[config.mk]
export PLATFORM = sky130hd
export DESIGN_NAME = conv_2d_coef_loader_flat
export DESIGN_NICKNAME = d
export VERILOG_FILES = /design/src/rtl/conv_2d_pkg.sv /design/src/rtl/conv_2d_if.sv /design/src/rtl/conv_2d_frame_mon.sv /design/src/rtl/conv_2d_coef_loader.sv /design/src/flat_wrapper.sv
export SDC_FILE = /design/constraint.sdc
export NUM_CORES = 1
export LEC_CHECK = 0
export ABC_AREA = 1
export ABC_CLOCK_PERIOD_IN_PS = 10100
export BUFFER_PORTS_ARGS = -buffer_cell sky130_fd_sc_hd__buf_2
export CAP_MARGIN = 20
export CORE_MARGIN = 2
export CORE_UTILIZATION = 47
export DETAILED_ROUTE_END_ITERATION = 8
export HOLD_SLACK_MARGIN = 0.06
export PLACE_DENSITY = 0.6
export SYNTH_ARGS = -nofsm -noshare
export SYNTH_HDL_FRONTEND = slang
export SYNTH_SLANG_ARGS = --single-unit
[constraint.sdc]
create_clock -name clk_i -period 10.1 [get_ports clk_i]
set_clock_uncertainty 0.2 [all_clocks]
set_input_delay 0.505 -clock clk_i [delete_from_list [all_inputs] [get_ports clk_i]]
set_output_delay 0.505 -clock clk_i [all_outputs]
set_load 0.005 [all_outputs]
[src/rtl/conv_2d_pkg.sv]
// Shared types and sizing helpers for the 2-D convolution coefficient path.
package conv_2d_pkg;

  function automatic int unsigned coef_amount(input int unsigned win_size);
    return win_size * win_size;
  endfunction

  function automatic int unsigned coef_idx_w(input int unsigned win_size);
    return (win_size * win_size > 1) ? $clog2(win_size * win_size) : 1;
  endfunction

  typedef enum logic [1:0] {
    LDR_IDLE    = 2'd0,
    LDR_PENDING = 2'd1,
    LDR_LOAD    = 2'd2
  } conv_2d_loader_state_t;

endpackage

[src/rtl/conv_2d_if.sv]
// Coefficient write port into the convolution core: one indexed write per strobe.
interface conv_2d_if #(
  parameter int unsigned COEF_WIDTH = 13,
  parameter int unsigned WIN_SIZE   = 3
);
  import conv_2d_pkg::*;

  localparam int unsigned IDX_W = coef_idx_w(WIN_SIZE);

  logic                  wr_stb;
  logic [IDX_W-1:0]      coef_num;
  logic [COEF_WIDTH-1:0] coef_val;

  modport master (output wr_stb, output coef_num, output coef_val);
  modport slave  (input  wr_stb, input  coef_num, input  coef_val);

endinterface

[src/rtl/conv_2d_frame_mon.sv]
// Passive AXI4-Stream video monitor: counts lines and flags the last beat of a frame.
module conv_2d_frame_mon #(
  parameter int unsigned FRAME_RES_Y = 1080
) (
  input  logic clk_i,
  input  logic rst_i,
  input  logic vid_tvalid_i,
  input  logic vid_tready_i,
  input  logic vid_tlast_i,
  input  logic vid_tuser_i,
  output logic eof_c_o
);

  localparam int unsigned LINE_W = (FRAME_RES_Y > 1) ? $clog2(FRAME_RES_Y) : 1;
  localparam logic [LINE_W-1:0] LAST_LINE = LINE_W'(FRAME_RES_Y - 1);

  logic [LINE_W-1:0] r_line_cnt;
  logic              w_beat;
  logic              w_last_line;

  assign w_beat      = vid_tvalid_i & vid_tready_i;
  assign w_last_line = (r_line_cnt == LAST_LINE);
  assign eof_c_o     = w_beat & vid_tlast_i & w_last_line;

  // Start-of-frame resynchronises the count even if a line was lost upstream.
  always_ff @(posedge clk_i or posedge rst_i) begin
    if (rst_i) begin
      r_line_cnt <= '0;
    end else if (w_beat & vid_tuser_i) begin
      r_line_cnt <= '0;
    end else if (w_beat & vid_tlast_i) begin
      r_line_cnt <= w_last_line ? '0 : r_line_cnt + LINE_W'(1);
    end
  end

endmodule

[src/rtl/conv_2d_coef_loader.sv]
// CSR shadow bank for convolution coefficients; replays a full kernel snapshot
// onto the core's write port, optionally aligned to a video frame boundary.
module conv_2d_coef_loader
  import conv_2d_pkg::*;
#(
  parameter int unsigned  COEF_WIDTH  = 13,
  parameter int unsigned  WIN_SIZE    = 3,
  parameter int unsigned  FRAME_RES_Y = 1080,
  parameter bit           LOAD_ON_EOF = 1'b1,
  localparam int unsigned IDX_W       = coef_idx_w(WIN_SIZE)
) (
  input  logic                  clk_i,
  input  logic                  rst_i,
  input  logic                  csr_wr_i,
  input  logic [IDX_W-1:0]      csr_addr_i,
  input  logic [COEF_WIDTH-1:0] csr_data_i,
  input  logic                  commit_i,
  input  logic                  vid_tvalid_i,
  input  logic                  vid_tready_i,
  input  logic                  vid_tlast_i,
  input  logic                  vid_tuser_i,
  conv_2d_if.master             conv_2d_ctrl_o,
  output logic                  pending_o,
  output logic                  busy_o
);

  localparam int unsigned        COEF_AMOUNT = coef_amount(WIN_SIZE);
  localparam logic [IDX_W-1:0]   LAST_IDX    = IDX_W'(COEF_AMOUNT - 1);

  conv_2d_loader_state_t r_state;
  conv_2d_loader_state_t w_state_nxt;
  conv_2d_loader_state_t w_start_state;

  logic [COEF_WIDTH-1:0] r_shadow [COEF_AMOUNT];
  logic [COEF_WIDTH-1:0] r_snap   [COEF_AMOUNT];
  logic [IDX_W-1:0]      r_idx;
  logic [IDX_W-1:0]      w_idx_nxt;
  logic                  r_commit_q;
  logic                  w_commit_q_nxt;
  logic                  w_load_entry;
  logic                  w_eof;

  logic                  r_wr_stb;
  logic [IDX_W-1:0]      r_coef_num;
  logic [COEF_WIDTH-1:0] r_coef_val;
  logic                  r_pending;
  logic                  r_busy;

  conv_2d_frame_mon #(
    .FRAME_RES_Y (FRAME_RES_Y)
  ) u_frame_mon (
    .clk_i        (clk_i),
    .rst_i        (rst_i),
    .vid_tvalid_i (vid_tvalid_i),
    .vid_tready_i (vid_tready_i),
    .vid_tlast_i  (vid_tlast_i),
    .vid_tuser_i  (vid_tuser_i),
    .eof_c_o      (w_eof)
  );

  assign w_start_state = LOAD_ON_EOF ? LDR_PENDING : LDR_LOAD;

  // Next state; eof is ignored in IDLE so a same-cycle commit waits a full frame.
  always_comb begin
    w_state_nxt    = r_state;
    w_idx_nxt      = r_idx;
    w_commit_q_nxt = r_commit_q;
    w_load_entry   = 1'b0;
    case (r_state)
      LDR_IDLE: begin
        if (commit_i) begin
          w_state_nxt  = w_start_state;
          w_load_entry = !LOAD_ON_EOF;
        end
      end
      LDR_PENDING: begin
        if (w_eof) begin
          w_state_nxt  = LDR_LOAD;
          w_load_entry = 1'b1;
        end
      end
      LDR_LOAD: begin
        w_idx_nxt = r_idx + IDX_W'(1);
        if (commit_i) begin
          w_commit_q_nxt = 1'b1;
        end
        if (r_idx == LAST_IDX) begin
          w_commit_q_nxt = 1'b0;
          if (r_commit_q | commit_i) begin
            w_state_nxt  = w_start_state;
            w_load_entry = !LOAD_ON_EOF;
          end else begin
            w_state_nxt = LDR_IDLE;
          end
        end
      end
      default: begin
        w_state_nxt = LDR_IDLE;
      end
    endcase
    if (w_load_entry) begin
      w_idx_nxt = '0;
    end
  end

  always_ff @(posedge clk_i or posedge rst_i) begin
    if (rst_i) begin
      r_state    <= LDR_IDLE;
      r_idx      <= '0;
      r_commit_q <= 1'b0;
    end else begin
      r_state    <= w_state_nxt;
      r_idx      <= w_idx_nxt;
      r_commit_q <= w_commit_q_nxt;
    end
  end

  // Snapshot reads the pre-edge shadow, so a CSR write in the entry cycle is excluded.
  always_ff @(posedge clk_i or posedge rst_i) begin
    if (rst_i) begin
      for (int i = 0; i < int'(COEF_AMOUNT); i++) begin
        r_shadow[i] <= '0;
        r_snap[i]   <= '0;
      end
    end else begin
      if (csr_wr_i && (32'(csr_addr_i) < COEF_AMOUNT)) begin
        r_shadow[csr_addr_i] <= csr_data_i;
      end
      if (w_load_entry) begin
        for (int i = 0; i < int'(COEF_AMOUNT); i++) begin
          r_snap[i] <= r_shadow[i];
        end
      end
    end
  end

  always_ff @(posedge clk_i or posedge rst_i) begin
    if (rst_i) begin
      r_wr_stb   <= 1'b0;
      r_coef_num <= '0;
      r_coef_val <= '0;
      r_pending  <= 1'b0;
      r_busy     <= 1'b0;
    end else begin
      r_wr_stb  <= (r_state == LDR_LOAD);
      r_pending <= (w_state_nxt == LDR_PENDING);
      r_busy    <= (w_state_nxt == LDR_LOAD);
      if (r_state == LDR_LOAD) begin
        r_coef_num <= r_idx;
        r_coef_val <= r_snap[r_idx];
      end
    end
  end

  assign conv_2d_ctrl_o.wr_stb   = r_wr_stb;
  assign conv_2d_ctrl_o.coef_num = r_coef_num;
  assign conv_2d_ctrl_o.coef_val = r_coef_val;
  assign pending_o               = r_pending;
  assign busy_o                  = r_busy;

endmodule

[src/flat_wrapper.sv]
// flat-port wrapper written by rule: the top's interface ports become plain ports
module conv_2d_coef_loader_flat import conv_2d_pkg::*;
#(
  parameter int unsigned  COEF_WIDTH  = 13,
  parameter int unsigned  WIN_SIZE    = 3,
  parameter int unsigned  FRAME_RES_Y = 1080,
  parameter bit           LOAD_ON_EOF = 1'b1,
  localparam int unsigned IDX_W       = coef_idx_w(WIN_SIZE)
)
  (clk_i, rst_i, csr_wr_i, csr_addr_i, csr_data_i, commit_i, vid_tvalid_i, vid_tready_i, vid_tlast_i, vid_tuser_i, pending_o, busy_o, conv_2d_ctrl_o_wr_stb, conv_2d_ctrl_o_coef_num, conv_2d_ctrl_o_coef_val);
  conv_2d_if #(.COEF_WIDTH(COEF_WIDTH), .WIN_SIZE(WIN_SIZE)) conv_2d_ctrl_o_i ();
  input  logic clk_i;
  input  logic rst_i;
  input  logic csr_wr_i;
  input  logic [IDX_W-1:0] csr_addr_i;
  input  logic [COEF_WIDTH-1:0] csr_data_i;
  input  logic commit_i;
  input  logic vid_tvalid_i;
  input  logic vid_tready_i;
  input  logic vid_tlast_i;
  input  logic vid_tuser_i;
  output logic pending_o;
  output logic busy_o;
  output wire logic [$bits(conv_2d_ctrl_o_i.wr_stb)-1:0] conv_2d_ctrl_o_wr_stb;
  output wire logic [$bits(conv_2d_ctrl_o_i.coef_num)-1:0] conv_2d_ctrl_o_coef_num;
  output wire logic [$bits(conv_2d_ctrl_o_i.coef_val)-1:0] conv_2d_ctrl_o_coef_val;
  assign conv_2d_ctrl_o_wr_stb = conv_2d_ctrl_o_i.wr_stb;
  assign conv_2d_ctrl_o_coef_num = conv_2d_ctrl_o_i.coef_num;
  assign conv_2d_ctrl_o_coef_val = conv_2d_ctrl_o_i.coef_val;
  conv_2d_coef_loader #(.COEF_WIDTH(COEF_WIDTH), .WIN_SIZE(WIN_SIZE), .FRAME_RES_Y(FRAME_RES_Y), .LOAD_ON_EOF(LOAD_ON_EOF)) u_core (.clk_i(clk_i), .rst_i(rst_i), .csr_wr_i(csr_wr_i), .csr_addr_i(csr_addr_i), .csr_data_i(csr_data_i), .commit_i(commit_i), .vid_tvalid_i(vid_tvalid_i), .vid_tready_i(vid_tready_i), .vid_tlast_i(vid_tlast_i), .vid_tuser_i(vid_tuser_i), .conv_2d_ctrl_o(conv_2d_ctrl_o_i), .pending_o(pending_o), .busy_o(busy_o));
endmodule
==> results by group <==
Placement
  • Dpl ws: 6.500 ns
  • # port buffers: 44
  • Routability-driven placement congestion ratio: 0.8206
  • DP HPWL: 15400 um
  • Dpl cells: 1620

Global routing
  • Largest net degree at the start of global routing: 122
  • Global-route wire length before repair: 45460 um
  • Vias in the first global route: 8281
  • Antenna violations before repair: 0
  • Overall global routing resource usage: 22.33%
  • Gr ovfl total: 0

Drt
  • WL final: 27370 um
  • Drt pass-1 iters: 5
  • DR DRC count: 0
  • Detail Route Antenna Nets: 0
  • Iter 0 DRT Violations: 804
  • Vias/cell: 5.100
  • Detailed-route via count: 8557
  • Wire length per cell: 16.31 um

Flow run
  • Max-Cap Viols: 0

Synthesis
  • Number of synthesized flops with an enable pin: 0
  • Post-synth ARST share: 100.0%
  • YS warnings: 0
  • Synth unique cells: 25
  • Share of the yosys chip area belonging to registers: 60.13%
  • Synthesized flop and latch total: 272
  • Post-Syn Area: 0.01132 mm^2
  • Mean area per synthesized cell: 8.628 um^2
  • Synth top area cells: dfrtp_1 60%, nand2_1 16%, o21ai_0 9.1%
  • Yosys top cell area share: 60.13%
  • Top FF cell, synth: dfrtp_1
  • Post-synth top area cell: dfrtp_1
  • Top-count cell post-synth: nand2_1
  • Synth top cells by count: 471 x nand2_1, 272 x dfrtp_1, 205 x o21ai_0
  • Synthesized net count: 1340
  • Post-synthesis instance total: 1312

Critical path
  • Crit path DAT: 3.65 ns
  • Crit start category: flip-flop
  • WS Path Type: reg -> reg
  • Critical Path Max Stage Delay: 0.73 ns
  • Worst path most repeated cell: buf_4
  • CP required: 10.30 ns
  • Critical Path Sink Type: flip-flop
  • Reg-to-reg setup timing slack: 6.64 ns
  • Max FO, Critical Path: 83
  • Cell Chain, Critical Path: ha_1, nand2_1, nor2_1, nand3_4, buf_4, inv_4, buf_4, o21ai_0
  • CP max-delay cell: inv_4

Floorplanning
  • Die height: 159.2 um
  • Core Area: 0.02354 mm^2
  • Die width: 159.2 um
  • Rows: 56
  • Die footprint: 0.02534 mm^2
  • I/O pins: 45
  • Initial core utilization: 48.08%

Cells and area
  • Share of cells above drive strength 1: 8.756%
  • Layout area overhead: 13.18%
  • Post-Layout Cell Count: 1678
  • Ant. Diodes: 0
  • Nets: 1364

Clocking
  • Longest Clk Path Bufs: 3
  • H-tree Lvls: 1
  • # hold bufs at CTS: 2
  • Reg clk slew, reported paths: 0.06 ns
  • Post-CTS Setup Bufs: 0
  • Clk sink count: 272
  • Root Driver: clkbuf_16
  • CTS buffer count: 30
  • Cts repair resizes: 0
  • CTS tree: yes
  • Clock insertion delay at the later pin of the skew report: 0.55 ns

Timing
  • Unrepaired setup endpoints after global routing: false
  • Tcrit/Tclk final: 34.23%
  • Worst-Margin Slew: 0.9554 ns
  • Final setup vio count: 0
  • Final worst slack: 6.643 ns
  • Slew Limit Fails: 0
  • Max Freq: 289.3 MHz
  • Hold Vio Cnt, Final: 0
  • Fin crit period: 3.457 ns
  • Worst slew margin: 36.30%
  • Setup_tns: 0 ns

Status
  • Status: completed

Power and ir drop
  • Peak supply drop: 0.1134 mV
  • PD cells: 192.7 mW/mm^2
  • Leak Pwr: 6.473 nW

Hold path
  • Hold Path Class: in -> reg
==> critical path, delay by kind of cell (launching register included) <==
| family | cells | cell delay (ns) |
|---|---|---|
| adders and majority gates | 1 | 0.17 |
| DFF | 1 | 0.38 |
| AOI/OAI and AO/OA | 1 | 0.19 |
| buffers and inverters | 3 | 1.84 |
| and+or+nand+nor | 3 | 0.46 |
==> kinds of logic (layout without fill, tap and decap cells) <==
logic type | count (synthesis) | after routing | synth area share (%)
buffers and inverters | 154 | 201 | 5.715
xor gates and xnor gates | 5 | 5 | 0.3869
and+or+nand+nor | 639 | 639 | 22.22
DFF | 272 | 272 | 60.13
AOI/OAI and AO/OA | 239 | 239 | 11.22
adders and majority gates | 3 | 3 | 0.3316
==> state kept, by name, indices dropped and copies added, names as in the netlist <==
name and flops:
u_core.conv_2d_ctrl_o.coef_val 13, u_core.r_state 2, u_core.r_snap 117, u_core.u_frame_mon.r_line_cnt 11, u_core.r_commit_q 1, u_core.r_idx 4
u_core.conv_2d_ctrl_o.wr_stb 1, u_core.conv_2d_ctrl_o.coef_num 4, u_core.pending_o 1, u_core.r_shadow 117, u_core.busy_o 1
==> layout by cell type (no fill, tap or decap), types with 6 or more instances in the layout <==
cell type / n
o21ai_0: 205
nand3_1: 56
nand2_1: 471
clkbuf_1: 7
clkbuf_16: 31
nand2_2: 6
nand4_1: 7
a22oi_1: 8
buf_2: 44
inv_1: 83
dfrtp_1: 271
o211ai_1: 16
clkbuf_8: 12
nor2_1: 91
buf_4: 11
a21oi_1: 9
==> path summary, 6_finish.rpt <==
| path | start | end | cells after the start |
|---|---|---|---|
| setup / recovery | u_core.u_frame_mon.r_line_cnt[0]$_DFFE_PP0P_ | u_core.r_snap[64]$_DFFE_PP0P_ | 8 |
| hold / removal | csr_data_i[12] | u_core.r_shadow[51]$_DFFE_PP0P_ | 3 |
| setup reg to reg | u_core.u_frame_mon.r_line_cnt[0]$_DFFE_PP0P_ | u_core.r_snap[64]$_DFFE_PP0P_ | 8 |
| hold reg to reg | u_core.r_shadow[11]$_DFFE_PP0P_ | u_core.r_snap[11]$_DFFE_PP0P_ | 2 |
| max in group asynchronous | rst_i | u_core.r_snap[72]$_DFFE_PP0P_ | 4 |
| min in group asynchronous | rst_i | u_core.conv_2d_ctrl_o.coef_val[9]$_DFFE_PP0P_ | 3 |
==> through the flow <==
stage	hold WS (ns)	instance area, um^2	power (W)	utilization (%)
after detailed placement	0.2506	11740	0.001383	49.87
after CTS	0.1741	12780	0.002492	54.30
after floorplan	0.2422	11320	0.001340	-
final	0.1895	12810	0.002469	54.42
after global placement	0.2481	11730	0.001376	49.80
after global routing	0.2138	12810	0.002577	54.42
==> where the power goes <==
| part | internal, W | total [W] | switching, W |
|---|---|---|---|
| combinational | 0.0000467 | 0.000127 | 0.0000799 |
| clock | 0.000672 | 0.00111 | 0.000433 |
| sequential | 0.00119 | 0.00124 | 0.0000499 |
==> metal layers <==
metal	up-vias	global-route usage, %	wire length, um
met5	-	0	0
met4	0	5.661	539
met3	37	3.412	1301
met2	173	34.45	12230
met1	4116	33.36	13300
li1	4231	-	-
==> area by class of cell <==
class / count / area (um^2)
well taps: 319 / 399.1
repair buffers: 59 / 365.4
multi-input cells: 886 / 3879
inverters: 87 / 336.6
fillers: 2236 / 10730
clock buffers: 50 / 967.2
flip-flops and latches: 272 / 6808
clock inverters: 5 / 56.30
No activity file was read; power rests on OpenSTA's default activity.
